===== config.mk =====
export PLATFORM = sky130hd
export DESIGN_NAME = time_bus_reader_flat
export DESIGN_NICKNAME = d
export VERILOG_FILES = /design/src/rtl/clock_bus_pkg.sv /design/src/rtl/time_bus_reader_if.sv /design/src/rtl/time_bus_reader_bin2bcd_seq.sv /design/src/rtl/time_bus_reader.sv /design/src/flat_wrapper.sv
export SDC_FILE = /design/constraint.sdc
export NUM_CORES = 1
export LEC_CHECK = 0
export BUFFER_PORTS_ARGS = -buffer_cell sky130_fd_sc_hd__clkbuf_2
export CAP_MARGIN = 10
export CORE_MARGIN = 5
export CORE_UTILIZATION = 40
export DETAILED_ROUTE_END_ITERATION = 16
export PLACE_DENSITY = 0.67
export RECOVER_POWER = 25
export SYNTH_ARGS = -nofsm -noshare
export SYNTH_HDL_FRONTEND = slang
export SYNTH_SLANG_ARGS = --single-unit

===== constraint.sdc =====
create_clock -name clk -period 2 [get_ports clk]
set_input_delay 0.4 -clock clk [delete_from_list [all_inputs] [get_ports clk]]
set_output_delay 0.4 -clock clk [all_outputs]
set_load 0.1 [all_outputs]

===== src/rtl/clock_bus_pkg.sv =====
// Shared definitions for the time databus reader: widths, source indices,
// per-source maxima and the reader FSM states.
package clock_bus_pkg;

   localparam int DW      = 6;
   localparam int NUM_SRC = 3;

   localparam int SRC_SEC = 0;
   localparam int SRC_MIN = 1;
   localparam int SRC_HR  = 2;

   localparam int SEC_MAX = 59;
   localparam int MIN_MAX = 59;
   localparam int HR_MAX  = 23;

   typedef enum logic [2:0] {
      IDLE,
      DRIVE,
      CAPTURE,
      CONVERT,
      STORE,
      DONE
   } state_t;

   function automatic int src_max(input int src);
      case (src)
         SRC_SEC: return SEC_MAX;
         SRC_MIN: return MIN_MAX;
         default: return HR_MAX;
      endcase
   endfunction

endpackage


===== src/rtl/time_bus_reader_if.sv =====
// Handshake and data signals between the time databus reader and its
// surroundings (counters on the bus side, display/date logic on the output side).
interface time_bus_reader_if #(
   parameter int DW      = clock_bus_pkg::DW,
   parameter int NUM_SRC = clock_bus_pkg::NUM_SRC
);
   logic               scan;
   logic [DW-1:0]      databus;
   logic [NUM_SRC-1:0] en;
   logic               busy;
   logic               frame_valid;
   logic [7:0]         sec_bcd;
   logic [7:0]         min_bcd;
   logic [7:0]         hour_bcd;
   logic [NUM_SRC-1:0] range_err;

   modport master (
      output scan, databus,
      input  en, busy, frame_valid, sec_bcd, min_bcd, hour_bcd, range_err
   );

   modport slave (
      input  scan, databus,
      output en, busy, frame_valid, sec_bcd, min_bcd, hour_bcd, range_err
   );
endinterface


===== src/rtl/time_bus_reader_bin2bcd_seq.sv =====
// Sequential binary-to-BCD converter: repeated subtract-10, one step per cycle.
// bcd stays valid after done until the next start.
module bin2bcd_seq #(
   parameter int DW = clock_bus_pkg::DW
) (
   input  logic          clk,
   input  logic          clear_n,
   input  logic          start,
   input  logic [DW-1:0] value,
   output logic          done,
   output logic [7:0]    bcd
);
   logic          active;
   logic [DW-1:0] rem;
   logic [3:0]    tens;

   assign done = active && (rem < DW'(10));
   assign bcd  = {tens, rem[3:0]};

   always_ff @(posedge clk) begin
      if (!clear_n) begin
         active <= 1'b0;
      end else if (start) begin
         active <= 1'b1;
      end else if (done) begin
         active <= 1'b0;
      end
   end

   always_ff @(posedge clk) begin
      if (start) begin
         rem  <= value;
         tens <= '0;
      end else if (active && rem >= DW'(10)) begin
         rem  <= rem - DW'(10);
         tens <= tens + 4'd1;
      end
   end
endmodule


===== src/rtl/time_bus_reader.sv =====
// Polls the sec/min/hour counters over the shared databus, converts each to BCD
// and publishes the whole frame atomically with per-source range flags.
module time_bus_reader
   import clock_bus_pkg::*;
#(
   parameter int DW      = clock_bus_pkg::DW,
   parameter int NUM_SRC = clock_bus_pkg::NUM_SRC
) (
   input logic              clk,
   input logic              clear_n,
   time_bus_reader_if.slave bus
);
   localparam int IW = (NUM_SRC > 1) ? $clog2(NUM_SRC) : 1;

   state_t             state;
   logic [IW-1:0]      idx;
   logic               pending;
   logic [DW-1:0]      raw;
   logic [7:0]         shadow [NUM_SRC];
   logic [NUM_SRC-1:0] err_shadow;

   logic               conv_start;
   logic               conv_done;
   logic [7:0]         conv_bcd;
   logic               slot_err;
   logic               last_src;
   logic [7:0]         slot_next [NUM_SRC];
   logic [NUM_SRC-1:0] err_next;

   assign conv_start = (state == CAPTURE);
   assign last_src   = (idx == IW'(NUM_SRC - 1));
   assign slot_err   = int'(raw) > src_max(int'(idx));

   // Shadow contents with the slot being stored merged in, so the last source
   // can be committed to the outputs on the same edge it is written.
   always_comb begin
      for (int s = 0; s < NUM_SRC; s++) begin
         slot_next[s] = shadow[s];
         err_next[s]  = err_shadow[s];
         if (IW'(s) == idx) begin
            slot_next[s] = conv_bcd;
            err_next[s]  = slot_err;
         end
      end
   end

   bin2bcd_seq #(.DW(DW)) u_bin2bcd (
      .clk     (clk),
      .clear_n (clear_n),
      .start   (conv_start),
      .value   (bus.databus),
      .done    (conv_done),
      .bcd     (conv_bcd)
   );

   always_ff @(posedge clk) begin
      if (!clear_n) begin
         state           <= IDLE;
         idx             <= '0;
         pending         <= 1'b0;
         bus.en          <= '0;
         bus.busy        <= 1'b0;
         bus.frame_valid <= 1'b0;
         bus.sec_bcd     <= 8'h00;
         bus.min_bcd     <= 8'h00;
         bus.hour_bcd    <= 8'h00;
         bus.range_err   <= '0;
      end else begin
         if (bus.scan && bus.busy) begin
            pending <= 1'b1;
         end
         case (state)
            IDLE: begin
               bus.frame_valid <= 1'b0;
               if (bus.scan || pending) begin
                  state    <= DRIVE;
                  idx      <= '0;
                  bus.en   <= NUM_SRC'(1);
                  bus.busy <= 1'b1;
                  pending  <= 1'b0;
               end
            end
            DRIVE: begin
               state <= CAPTURE;
            end
            CAPTURE: begin
               raw    <= bus.databus;
               bus.en <= '0;
               state  <= CONVERT;
            end
            CONVERT: begin
               if (conv_done) begin
                  state <= STORE;
               end
            end
            STORE: begin
               for (int s = 0; s < NUM_SRC; s++) begin
                  shadow[s] <= slot_next[s];
               end
               err_shadow <= err_next;
               if (last_src) begin
                  bus.sec_bcd     <= slot_next[SRC_SEC];
                  bus.min_bcd     <= slot_next[SRC_MIN];
                  bus.hour_bcd    <= slot_next[SRC_HR];
                  bus.range_err   <= err_next;
                  bus.frame_valid <= 1'b1;
                  state           <= DONE;
               end else begin
                  idx    <= idx + IW'(1);
                  bus.en <= NUM_SRC'(1) << (idx + IW'(1));
                  state  <= DRIVE;
               end
            end
            DONE: begin
               bus.frame_valid <= 1'b0;
               // A queued request restarts immediately; extra requests are dropped.
               if (pending || bus.scan) begin
                  state   <= DRIVE;
                  idx     <= '0;
                  bus.en  <= NUM_SRC'(1);
                  pending <= 1'b0;
               end else begin
                  state    <= IDLE;
                  bus.busy <= 1'b0;
               end
            end
            default: begin
               state <= IDLE;
            end
         endcase
      end
   end
endmodule

===== src/flat_wrapper.sv =====
// flat-port wrapper written by rule: the top's interface ports become plain ports
module time_bus_reader_flat import clock_bus_pkg::*;
#(
   parameter int DW      = clock_bus_pkg::DW,
   parameter int NUM_SRC = clock_bus_pkg::NUM_SRC
)
  (clk, clear_n, bus_scan, bus_databus, bus_en, bus_busy, bus_frame_valid, bus_sec_bcd, bus_min_bcd, bus_hour_bcd, bus_range_err);
  time_bus_reader_if #(.DW(DW), .NUM_SRC(NUM_SRC)) bus_i ();
  input logic clk;
  input logic clear_n;
  input wire logic [$bits(bus_i.scan)-1:0] bus_scan;
  input wire logic [$bits(bus_i.databus)-1:0] bus_databus;
  output wire logic [$bits(bus_i.en)-1:0] bus_en;
  output wire logic [$bits(bus_i.busy)-1:0] bus_busy;
  output wire logic [$bits(bus_i.frame_valid)-1:0] bus_frame_valid;
  output wire logic [$bits(bus_i.sec_bcd)-1:0] bus_sec_bcd;
  output wire logic [$bits(bus_i.min_bcd)-1:0] bus_min_bcd;
  output wire logic [$bits(bus_i.hour_bcd)-1:0] bus_hour_bcd;
  output wire logic [$bits(bus_i.range_err)-1:0] bus_range_err;
  assign bus_i.scan = bus_scan;
  assign bus_i.databus = bus_databus;
  assign bus_en = bus_i.en;
  assign bus_busy = bus_i.busy;
  assign bus_frame_valid = bus_i.frame_valid;
  assign bus_sec_bcd = bus_i.sec_bcd;
  assign bus_min_bcd = bus_i.min_bcd;
  assign bus_hour_bcd = bus_i.hour_bcd;
  assign bus_range_err = bus_i.range_err;
  time_bus_reader #(.DW(DW), .NUM_SRC(NUM_SRC)) u_core (.clk(clk), .clear_n(clear_n), .bus(bus_i));
endmodule

==> impl_results.md <==
* Core area at 7810 um^2
* Die ar. at 9980 um^2
* CP Data Arrival Time at 2.19 ns
* Pins Over Slew Limit at 0
* GR Util All Layers at 14.6%
* Final nets at 381
* Inserted Clock Buffers at 9
* Final Util at 50.4%
* Routed WL per cell at 14.4 um
* Hold Fails Final Rpt at 0
* R2r endpoint: u_core.bus.range_err[0]
* Min Hold Slack at 0.242 ns
* Area delta synth->final at 21.8%
* Count leader, synth: nand2_1
* Inst Count DP at 451
* Via Count at 2396
* Vias in the first global route at 2300
* Vias/cell at 5.11
* Fin area at 3940 um^2
* Antenna Cells at 0
* Final Cycle Share at 97.1%
* Row count at 32
* Skew final at 0.0116 ns
* Register area share after synthesis at 56.3%
* Max_cap viols at 0
* Synth top area cells: edfxtp_1 30%, dfxtp_1 27%, nand2_1 6.8%
* Register area at 1830 um^2
* Worst IR Drop VDD at 0.000454 V
* Final worst slack at 0.0577 ns
* CTS tree: done
* Slew headroom at 63.3%
* Area occupied by multi-input gates at 1380 um^2
* Detailed-router iteration count before antenna repair at 4
* Post-synth EDFFs at 32
* Netlist Area Pre-Place at 3230 um^2
* Clock transition at path regs at 0.08 ns
* Primary FF master, synth: dfxtp_1
* LEAKAGE at 1.48 nW
* Final Non-Filler Cells at 469
* Post-synthesis cell count at 305
* 1st-iter DRT viols at 160
* Worst reg2reg startpoint: u_core.idx[0]
* Seq cells post-synth at 75
* Setup TNS at 0 ns
* Initial Util at 41.4%
* R2R depth at 8
* Post-route ant nets at 0
* Initial antenna violation count at 0
* DRC at 0
* R2r setup slk at 0.06 ns
* Root Buffer: clkbuf_8
* Crit path max fanout at 4
* Post-synth top cells: 59 x nand2_1, 43 x dfxtp_1, 32 x edfxtp_1, 30 x a21oi_1, 19 x mux2_2
* Largest net degree at the start of global routing at 21
* Top cell type's share of synthesized area at 29.7%
* H-Tree Depth at 3
* Die width at 99.9 um
* Cell taking the most area after synthesis: edfxtp_1
* Post-synth cell types at 45
* CP Data Required Time at 2.25 ns
* CTS Hold Bufs at 0
* Number of fillers in the final layout at 726
* Post-detail-place hpwl at 4.86 mm
* Mapped Nets at 324
* CTS sink count at 75
* Fraction of registers with async set/reset at 0%
* Pwr dens at 875 nW/um^2
* Total wire length at 6.75 mm
* Total gr overflow at 0
* PnR Total Power at 3.45 mW
* Clk_lat worst skew at 0.35 ns
* Fin crit period at 1.94 ns
* Hold crit path type: in -> reg
* CP Class: reg -> reg
* I/O pin cnt at 41
* Outcome: completed
* Worst setup endpoint: u_core.bus.range_err[0]
* CTS max path bufs at 2
* DP Area at 3660 um^2
* First-pass GRT wire length at 11.4 mm
* Syn Area/Cell at 10.6 um^2
* Place WS at -0.0352 ns
* Max Fclk at 515 MHz
* Crit path launch type: flip-flop
* Worst Tran Pin Value at 0.553 ns
* Share of cells above drive strength 1 at 29.4%
* CP startpoint: u_core.idx[0]
* Unrepaired setup endpoints after global routing: true
* Die Ht at 99.9 um
* YS warnings at 0
* Routability cong. at 0.782
* IO buf count at 40
* Setup violators final at 0
* CP Capture Type: flip-flop
[how the worst min path moves through the flow]
stage / slack (ns) / startpoint / endpoint / cells past startpoint
after global placement: 0.45 / u_core.bus.sec_bcd[6] / u_core.bus.sec_bcd[6] / 2
after floorplan: 0.46 / u_core.idx[1] / u_core.idx[1] / 2
after CTS: 0.23 / bus_databus[0] / u_core.raw[0] / 1
after global routing: 0.22 / bus_databus[0] / u_core.raw[0] / 1
after detailed placement: 0.45 / u_core.bus.hour_bcd[7] / u_core.bus.hour_bcd[7] / 2
final: 0.24 / bus_databus[0] / u_core.raw[0] / 1
[final cells by class]
class | instances | share of cell area (%)
sequential | 75 | 46.4
multi-input combinational | 204 | 34.9
inverter | 10 | 0.953
timing repair buffer | 62 | 9.53
tap | 102 | 3.24
clock inverter | 3 | 1.18
clock buffer | 13 | 3.78
[layout by cell type, fill, tap and decap left out, types with 3 or more instances in the layout]
cell type  instances
nand2_1           59
dfxtp_1           41
clkbuf_2          35
edfxtp_1          32
a21oi_1           29
buf_4             20
mux2_2            14
nor2_1            13
clkbuf_8          10
o21ai_0            9
inv_1              8
clkbuf_1           8
ha_1               7
mux2_1             5
xnor2_1            5
nand3_1            5
and2_1             4
nor2b_1            3
or2_2              3
nor3_1             3
a211oi_1           3
mux2i_1            3
[critical path, cell delays in order, from the launching register on]
cell and delay, ns:
dfxtp_4 0.37, inv_2 0.04, ha_2 0.18, or2_4 0.23, ha_1 0.27, and4_4 0.22
nand3_4 0.09, a31o_4 0.26, o21ba_2 0.20
[sequential cells by signal, summed over array words and instances, names as in the netlist, 3 cells and up]
register / flops
u_core.bus.en: 3
u_core.bus.hour_bcd: 8
u_core.bus.min_bcd: 8
u_core.bus.range_err: 3
u_core.bus.sec_bcd: 8
u_core.raw: 6
u_core.shadow: 18
u_core.state: 3
u_core.u_bin2bcd.rem: 6
u_core.u_bin2bcd.tens: 4
[power breakdown]
group | switching (mW) | leakage (nW) | internal, mW | total, mW
Sequential | 0.0771 | 0.641 | 1.68 | 1.76
Combinational | 0.290 | 0.741 | 0.237 | 0.527
Clock | 0.543 | 0.0943 | 0.617 | 1.16
Total | 0.910 | 1.48 | 2.54 | 3.45
[cell families (layout without fill, tap and decap cells)]
logic type | after synthesis | after routing | synth area share (%)
flops | 75 | 75 | 56.3
simple gates | 106 | 106 | 15.2
buf+inv | 26 | 88 | 3.40
fa+ha+maj | 10 | 10 | 3.87
xor+xnor | 7 | 7 | 1.90
mux | 22 | 22 | 7.54
compound gates | 59 | 59 | 11.8
[metal layers]
layer | up-vias | GRT usage [%] | part of all wire (%)
li1 | 1182 | - | -
met1 | 1150 | 20.3 | 48
met2 | 56 | 21.7 | 46
met3 | 8 | 3.89 | 4.7
met4 | 0 | 5.88 | 1.7
met5 | - | 0 | 0
[what timing repair did]
item	4_1_cts	5_1_grt
gates resized for setup	0	14
buffers inserted	1	1
gates cloned	0	0
setup endpoints to repair	2	4
pin swaps	0	2
Note: power is estimated with default switching activity, not from simulation.
